==> src/rtl/lsu_unit.sv <==
// lsu_unit: load/store unit sitting directly after instruction decode.
// Takes one memory micro-op at a time and runs it on a req/gnt/rvalid
// data bus. It returns the extended load data, or a completion for
// stores, no-ops and faulting ops, over a valid/ready handshake.
//
// Ports
//   clk, rst_n        core clock, asynchronous active-low reset
//   in_*              decoded micro-op handshake and fields (addr, wdata,
//                     mwen, mren, unsign). Sizes: 00 none, 01 byte,
//                     10 half, 11 word.
//   mem_*             data-memory bus: word-aligned address, replicated
//                     store data, byte strobes, read data return
//   out_*             result to write-back: rdata, err, valid/ready
module lsu_unit #(
  parameter int ADDR_W = 32,
  parameter int DATA_W = 32
) (
  input  logic              clk,
  input  logic              rst_n,
  input  logic              in_valid,
  output logic              in_ready,
  input  logic [ADDR_W-1:0] in_addr,
  input  logic [DATA_W-1:0] in_wdata,
  input  logic [1:0]        in_mwen,
  input  logic [1:0]        in_mren,
  input  logic              in_unsign,
  output logic              mem_req,
  input  logic              mem_gnt,
  output logic              mem_we,
  output logic [ADDR_W-1:0] mem_addr,
  output logic [DATA_W-1:0] mem_wdata,
  output logic [3:0]        mem_wstrb,
  input  logic              mem_rvalid,
  input  logic [DATA_W-1:0] mem_rdata,
  output logic              out_valid,
  input  logic              out_ready,
  output logic [DATA_W-1:0] out_rdata,
  output logic              out_err
);

  typedef enum logic [1:0] {IDLE, REQ, WAIT, RESP} state_e;

  state_e            state_q;
  logic              in_ready_q;
  logic [ADDR_W-1:0] addr_q;
  logic [DATA_W-1:0] wdata_q;
  logic [3:0]        wstrb_q;
  logic              we_q;
  logic [1:0]        size_q;
  logic              unsign_q;
  logic              mem_req_q;
  logic              out_valid_q;
  logic [DATA_W-1:0] out_rdata_q;
  logic              out_err_q;

  // Classification and lane steering of the op presented at the input.
  logic [1:0]        size_d;
  logic              illegal_d;
  logic              misalign_d;
  logic [DATA_W-1:0] wdata_d;
  logic [3:0]        wstrb_d;

  always_comb begin
    size_d     = in_mwen | in_mren;
    illegal_d  = (|in_mwen) && (|in_mren);
    misalign_d = ((size_d == 2'b10) && in_addr[0]) ||
                 ((size_d == 2'b11) && (|in_addr[1:0]));
    wdata_d    = in_wdata;
    wstrb_d    = 4'b0000;
    // Faulting ops never strobe any byte lane.
    if (!illegal_d && !misalign_d) begin
      case (in_mwen)
        2'b01: begin
          wdata_d = {4{in_wdata[7:0]}};
          wstrb_d = 4'b0001 << in_addr[1:0];
        end
        2'b10: begin
          wdata_d = {2{in_wdata[15:0]}};
          wstrb_d = 4'b0011 << in_addr[1:0];
        end
        2'b11: begin
          wdata_d = in_wdata;
          wstrb_d = 4'b1111;
        end
        default: ;
      endcase
    end
  end

  // Load extraction: shift the addressed lane down, then extend.
  logic [DATA_W-1:0] shifted_d;
  logic [DATA_W-1:0] load_d;

  always_comb begin
    shifted_d = mem_rdata >> {addr_q[1:0], 3'b000};
    case (size_q)
      2'b01:   load_d = {{(DATA_W-8){~unsign_q & shifted_d[7]}}, shifted_d[7:0]};
      2'b10:   load_d = {{(DATA_W-16){~unsign_q & shifted_d[15]}}, shifted_d[15:0]};
      default: load_d = shifted_d;
    endcase
  end

  always_ff @(posedge clk or negedge rst_n) begin
    if (!rst_n) begin
      state_q     <= IDLE;
      in_ready_q  <= 1'b0;
      addr_q      <= '0;
      wdata_q     <= '0;
      wstrb_q     <= 4'b0000;
      we_q        <= 1'b0;
      size_q      <= 2'b00;
      unsign_q    <= 1'b0;
      mem_req_q   <= 1'b0;
      out_valid_q <= 1'b0;
      out_rdata_q <= '0;
      out_err_q   <= 1'b0;
    end else begin
      case (state_q)
        IDLE: begin
          // in_ready comes up on the first clock after reset.
          in_ready_q <= 1'b1;
          if (in_valid && in_ready_q) begin
            in_ready_q  <= 1'b0;
            addr_q      <= in_addr;
            wdata_q     <= wdata_d;
            wstrb_q     <= wstrb_d;
            we_q        <= |in_mwen;
            size_q      <= size_d;
            unsign_q    <= in_unsign;
            out_rdata_q <= '0;
            out_err_q   <= 1'b0;
            if (illegal_d || misalign_d) begin
              out_err_q   <= 1'b1;
              out_valid_q <= 1'b1;
              state_q     <= RESP;
            end else if (size_d == 2'b00) begin
              out_valid_q <= 1'b1;
              state_q     <= RESP;
            end else begin
              mem_req_q <= 1'b1;
              state_q   <= REQ;
            end
          end
        end
        REQ: begin
          if (mem_gnt) begin
            mem_req_q <= 1'b0;
            if (we_q) begin
              out_valid_q <= 1'b1;
              state_q     <= RESP;
            end else begin
              state_q <= WAIT;
            end
          end
        end
        WAIT: begin
          if (mem_rvalid) begin
            out_rdata_q <= load_d;
            out_valid_q <= 1'b1;
            state_q     <= RESP;
          end
        end
        RESP: begin
          if (out_ready) begin
            out_valid_q <= 1'b0;
            in_ready_q  <= 1'b1;
            state_q     <= IDLE;
          end
        end
        default: state_q <= IDLE;
      endcase
    end
  end

  assign in_ready  = in_ready_q;
  assign mem_req   = mem_req_q;
  assign mem_we    = we_q;
  assign mem_addr  = {addr_q[ADDR_W-1:2], 2'b00};
  assign mem_wdata = wdata_q;
  assign mem_wstrb = wstrb_q;
  assign out_valid = out_valid_q;
  assign out_rdata = out_rdata_q;
  assign out_err   = out_err_q;

endmodule

==> config.mk <==
export PLATFORM = sky130hd
export DESIGN_NAME = lsu_unit
export DESIGN_NICKNAME = d
export VERILOG_FILES = /design/src/rtl/lsu_unit.sv
export SDC_FILE = /design/constraint.sdc
export NUM_CORES = 1
export LEC_CHECK = 0
export BUFFER_PORTS_ARGS = -buffer_cell sky130_fd_sc_hd__buf_2
export CAP_MARGIN = 20
export CORE_ASPECT_RATIO = 1.2
export CORE_MARGIN = 2
export CORE_UTILIZATION = 52
export DETAILED_ROUTE_END_ITERATION = 10
export GPL_TIMING_DRIVEN = 0
export PLACE_DENSITY = 0.81
export SYNTH_ARGS = -nofsm -noshare
export SYNTH_HDL_FRONTEND = slang
export SYNTH_SLANG_ARGS = --single-unit
==> constraint.sdc <==
create_clock -name clk -period 5.7 [get_ports clk]
set_input_delay 0.57 -clock clk [delete_from_list [all_inputs] [get_ports clk]]
set_output_delay 0.57 -clock clk [all_outputs]
set_load 0.01 [all_outputs]
==> key figures <==
Timing
  • Tmin final: roughly 2.2 ns
  • Final hold viol count: 0
  • Least-Margin Pin Slew: roughly 0.62 ns
  • Final TNS setup: 0 ns
  • Slew headroom: 0.5894
  • # setup viols final: 0
  • RSZ-0062 raised after global routing: false
  • Clock skew: 0.005012 ns
  • Final period util: 0.3870
  • Fin. max-slew vios: 0
  • Hold WS: 0.2279 ns
  • Achievable Freq: around 450 MHz

Die
  • Row cnt: between 40 and 50
  • CORE AREA: approximately 0.011 sq mm
  • Die ar.: between 0.01 and 0.015 sq mm
  • Die width: 99.37 um
  • Die Ht: approximately 120 um
  • IO Pins: 212
  • Initial core utilization: 0.5371

Power and ir drop
  • Clk pwr share: 0.166
  • Power Density: 541.6 mW/mm^2
  • Max VDD drop: 0.2951 mV
  • Sequential Power Share: 0.334
  • Static Leak: 3.601 nW
  • P_sw: between 0.0015 and 0.002 W
  • Net Sw Frac: 0.3913
  • Internal cell power: 0.002381 W
  • Logic pwr share: 0.500

Worst setup path
  • Worst setup SP type: flop
  • Crit-path slowest cell: dfrtp_1
  • CP peak stage delay: ~0.43 ns
  • Crit path cell chain: inv_1 > ha_1 > buf_2 > a21boi_4 > nor2_1 > clkbuf_1 > nand2_1 > o21ai_0
  • WP data required: roughly 6 ns
  • Crit end category: flop
  • Crit Path Max Fanout: 10
  • Arr. time, crit path: 2.47 ns
  • Crit path kind: flop to flop

GRT
  • Total gr overflow: 0
  • Largest net degree at the start of global routing: 67
  • Total GRT Usage: 0.2761
  • Initial antenna violation count: 0
  • First-pass GRT wire length: 25,930 um
  • Vias in the first global route: 5,316

Clock tree
  • TritonCTS clock tree: yes
  • Clk pin slew, worst setup/hold paths: approximately 0.070 ns
  • Root buffer cell: clkbuf_16
  • Post-CTS Resized: 0
  • Worst-Skew Late Latency: between 0.3 and 0.4 ns
  • Setup repair bufs after CTS: 0
  • Clk buf depth: 2
  • TritonCTS buffer count: 9
  • Clk sinks: 110
  • CTS Hold Bufs: 0
  • # H-tree levels: 3

Synth
  • Post-Syn Area: between 0.005 and 0.006 sq mm
  • Sequential cell area fraction in the yosys report: 0.4850
  • Ys async rst share: 1.000
  • Synth unique cells: 54
  • Primary FF master, synth: dfrtp_1
  • Post-synth EDFFs: 0
  • Yosys warns: 0
  • Mapped Cells: between 500 and 600
  • Syn Area/Cell: between 10 and 15 sq um
  • Flop and latch count out of synthesis: 110

Drt
  • Drt first pass iters: 5
  • DRT iter0 DRCs: 220
  • Post-DRT Antenna Nets: 0
  • Detailed-route DRC error count: 0
  • Drt total wl: around 16,000 um
  • DR vias/cell: 5.732
  • WL per Instance: around 18 um
  • Via count: roughly 5.0k

Final layout
  • Layout Nets: 849
  • Layout cells sized above 1: 0.4538
  • Most frequent cells in the layout: buf_2 (225), dfrtp_1 (110), nand2_1 (52), mux2_2 (41), buf_4 (34)
  • Synth-to-Final Area Change: 27.27%
  • Antenna cells: 0
  • Commonest non-fill, non-tap cell in the layout: buf_2

Run
  • Number of max-cap violations: 0

Run status
  • Run status: finished, final reports clean

Place
  • Routability cong.: 0.8988
  • PortBufs: ~210
  • DP Wirelength: approximately 12,000 um

Hold path
  • Hold crit path type: input port to asynchronous set/reset pin
## metal layers
layer,global-route usage,share of wire
met1,0.3076,0.37
met2,0.4954,0.52
met3,0.07096,0.082
met4,0.1113,0.026
met5,0,0
## cell usage after synthesis (2+ instances only)
master | number | area share
nor3_1 | 3 | 0.0026
nor2b_1 | 9 | 0.0099
buf_6 | 5 | 0.0099
inv_1 | 11 | 0.0073
o31ai_1 | 6 | 0.0079
and2_1 | 8 | 0.0088
o21ai_1 | 8 | 0.0071
mux2i_1 | 18 | 0.032
nor4b_1 | 8 | 0.012
nand3_1 | 2 | 0.0018
dfrtp_1 | 110 | 0.49
a21oi_1 | 22 | 0.019
a22oi_1 | 8 | 0.011
o311ai_0 | 2 | 0.0031
nor2_1 | 6 | 0.0040
clkbuf_1 | 12 | 0.0079
o21ai_0 | 33 | 0.029
o41ai_1 | 4 | 0.0062
nand3b_1 | 10 | 0.013
buf_1 | 2 | 0.0013
buf_4 | 33 | 0.044
ha_1 | 11 | 0.024
o22ai_1 | 2 | 0.0022
a32o_1 | 7 | 0.012
buf_2 | 17 | 0.015
a221o_1 | 24 | 0.042
nand2b_1 | 2 | 0.0022
o31ai_4 | 2 | 0.0075
o21a_1 | 2 | 0.0026
a211o_1 | 7 | 0.011
mux2_2 | 41 | 0.081
nand2_1 | 52 | 0.034
## layout make-up
class,instances,area (sq um)
fillers,823,3344
inverters,12,45.04
clock inverters,7,81.33
plain buffers,69,441.7
clock buffers,9,225.2
well taps,129,161.4
multi-input cells,319,2440
flip-flops and latches,110,2753
repair buffers,210,1076
## logic make-up (layout without fill, tap and decap cells)
family | Yosys count | in the layout | synth area share
buffers and inverters | 81 | 307 | 0.08576
adder cells (fa/ha/maj) | 11 | 11 | 0.02425
multiplexers | 59 | 59 | 0.1131
AND/OR/NAND/NOR | 110 | 110 | 0.1063
flip-flops | 110 | 110 | 0.4850
other | 1 | 2 | 0.0006607
AO/OA/AOI/OAI | 137 | 137 | 0.1850
## worst paths after layout
kind	cells past startpoint	from	end	slack, ns
setup / recovery	8	state_q[0]	out_rdata[16]	3.49
hold / removal	1	rst_n	out_rdata[19]	0.23
setup reg to reg	8	state_q[0]	out_rdata[16]	3.49
hold reg to reg	2	out_rdata[7]	out_rdata[7]	0.49
max in group asynchronous	2	rst_n	mem_wstrb[1]	4.75
min in group clk	2	in_unsign	unsign_q	0.45
## stage by stage
step	total power, W	instances	util	worst slack, ns	instance area (sq um)
6_report	0.003912	865	0.6835	3.494	7223
2_1_floorplan	0.002576	510	-	3.808	5679
3_5_place_dp	0.003270	849	0.6545	3.312	6917
5_1_grt	0.004151	865	0.6835	3.285	7223
4_1_cts	0.003926	865	0.6835	3.457	7223
3_3_place_gp	0.003183	848	0.6517	2.817	6887
## sequential cells by signal, indices dropped and copies added, names as in the netlist, 2 cells and up
register and flops:
mem_wdata 32, out_rdata 32, addr_q 32, mem_wstrb 4
state_q 2, size_q 2
## power groups by stage
stage | Combinational [W] | Sequential [W] | Clock, W
after floorplan | 0.00121 | 0.00137 | 0
after global routing | 0.00212 | 0.00134 | 0.000689
after CTS | 0.00197 | 0.00130 | 0.000656
after detailed placement | 0.00196 | 0.00131 | 0
final | 0.00195 | 0.00131 | 0.000650
after global placement | 0.00189 | 0.00129 | 0
## critical path, delay by kind of cell, from the launching register on
family,cells,cell delay [ns]
buffers and inverters,3,0.65
and+or+nand+nor,2,0.49
DFF,1,0.43
AOI/OAI and AO/OA,2,0.34
adders and majority gates,1,0.20
(Power assumes the default switching activity.)
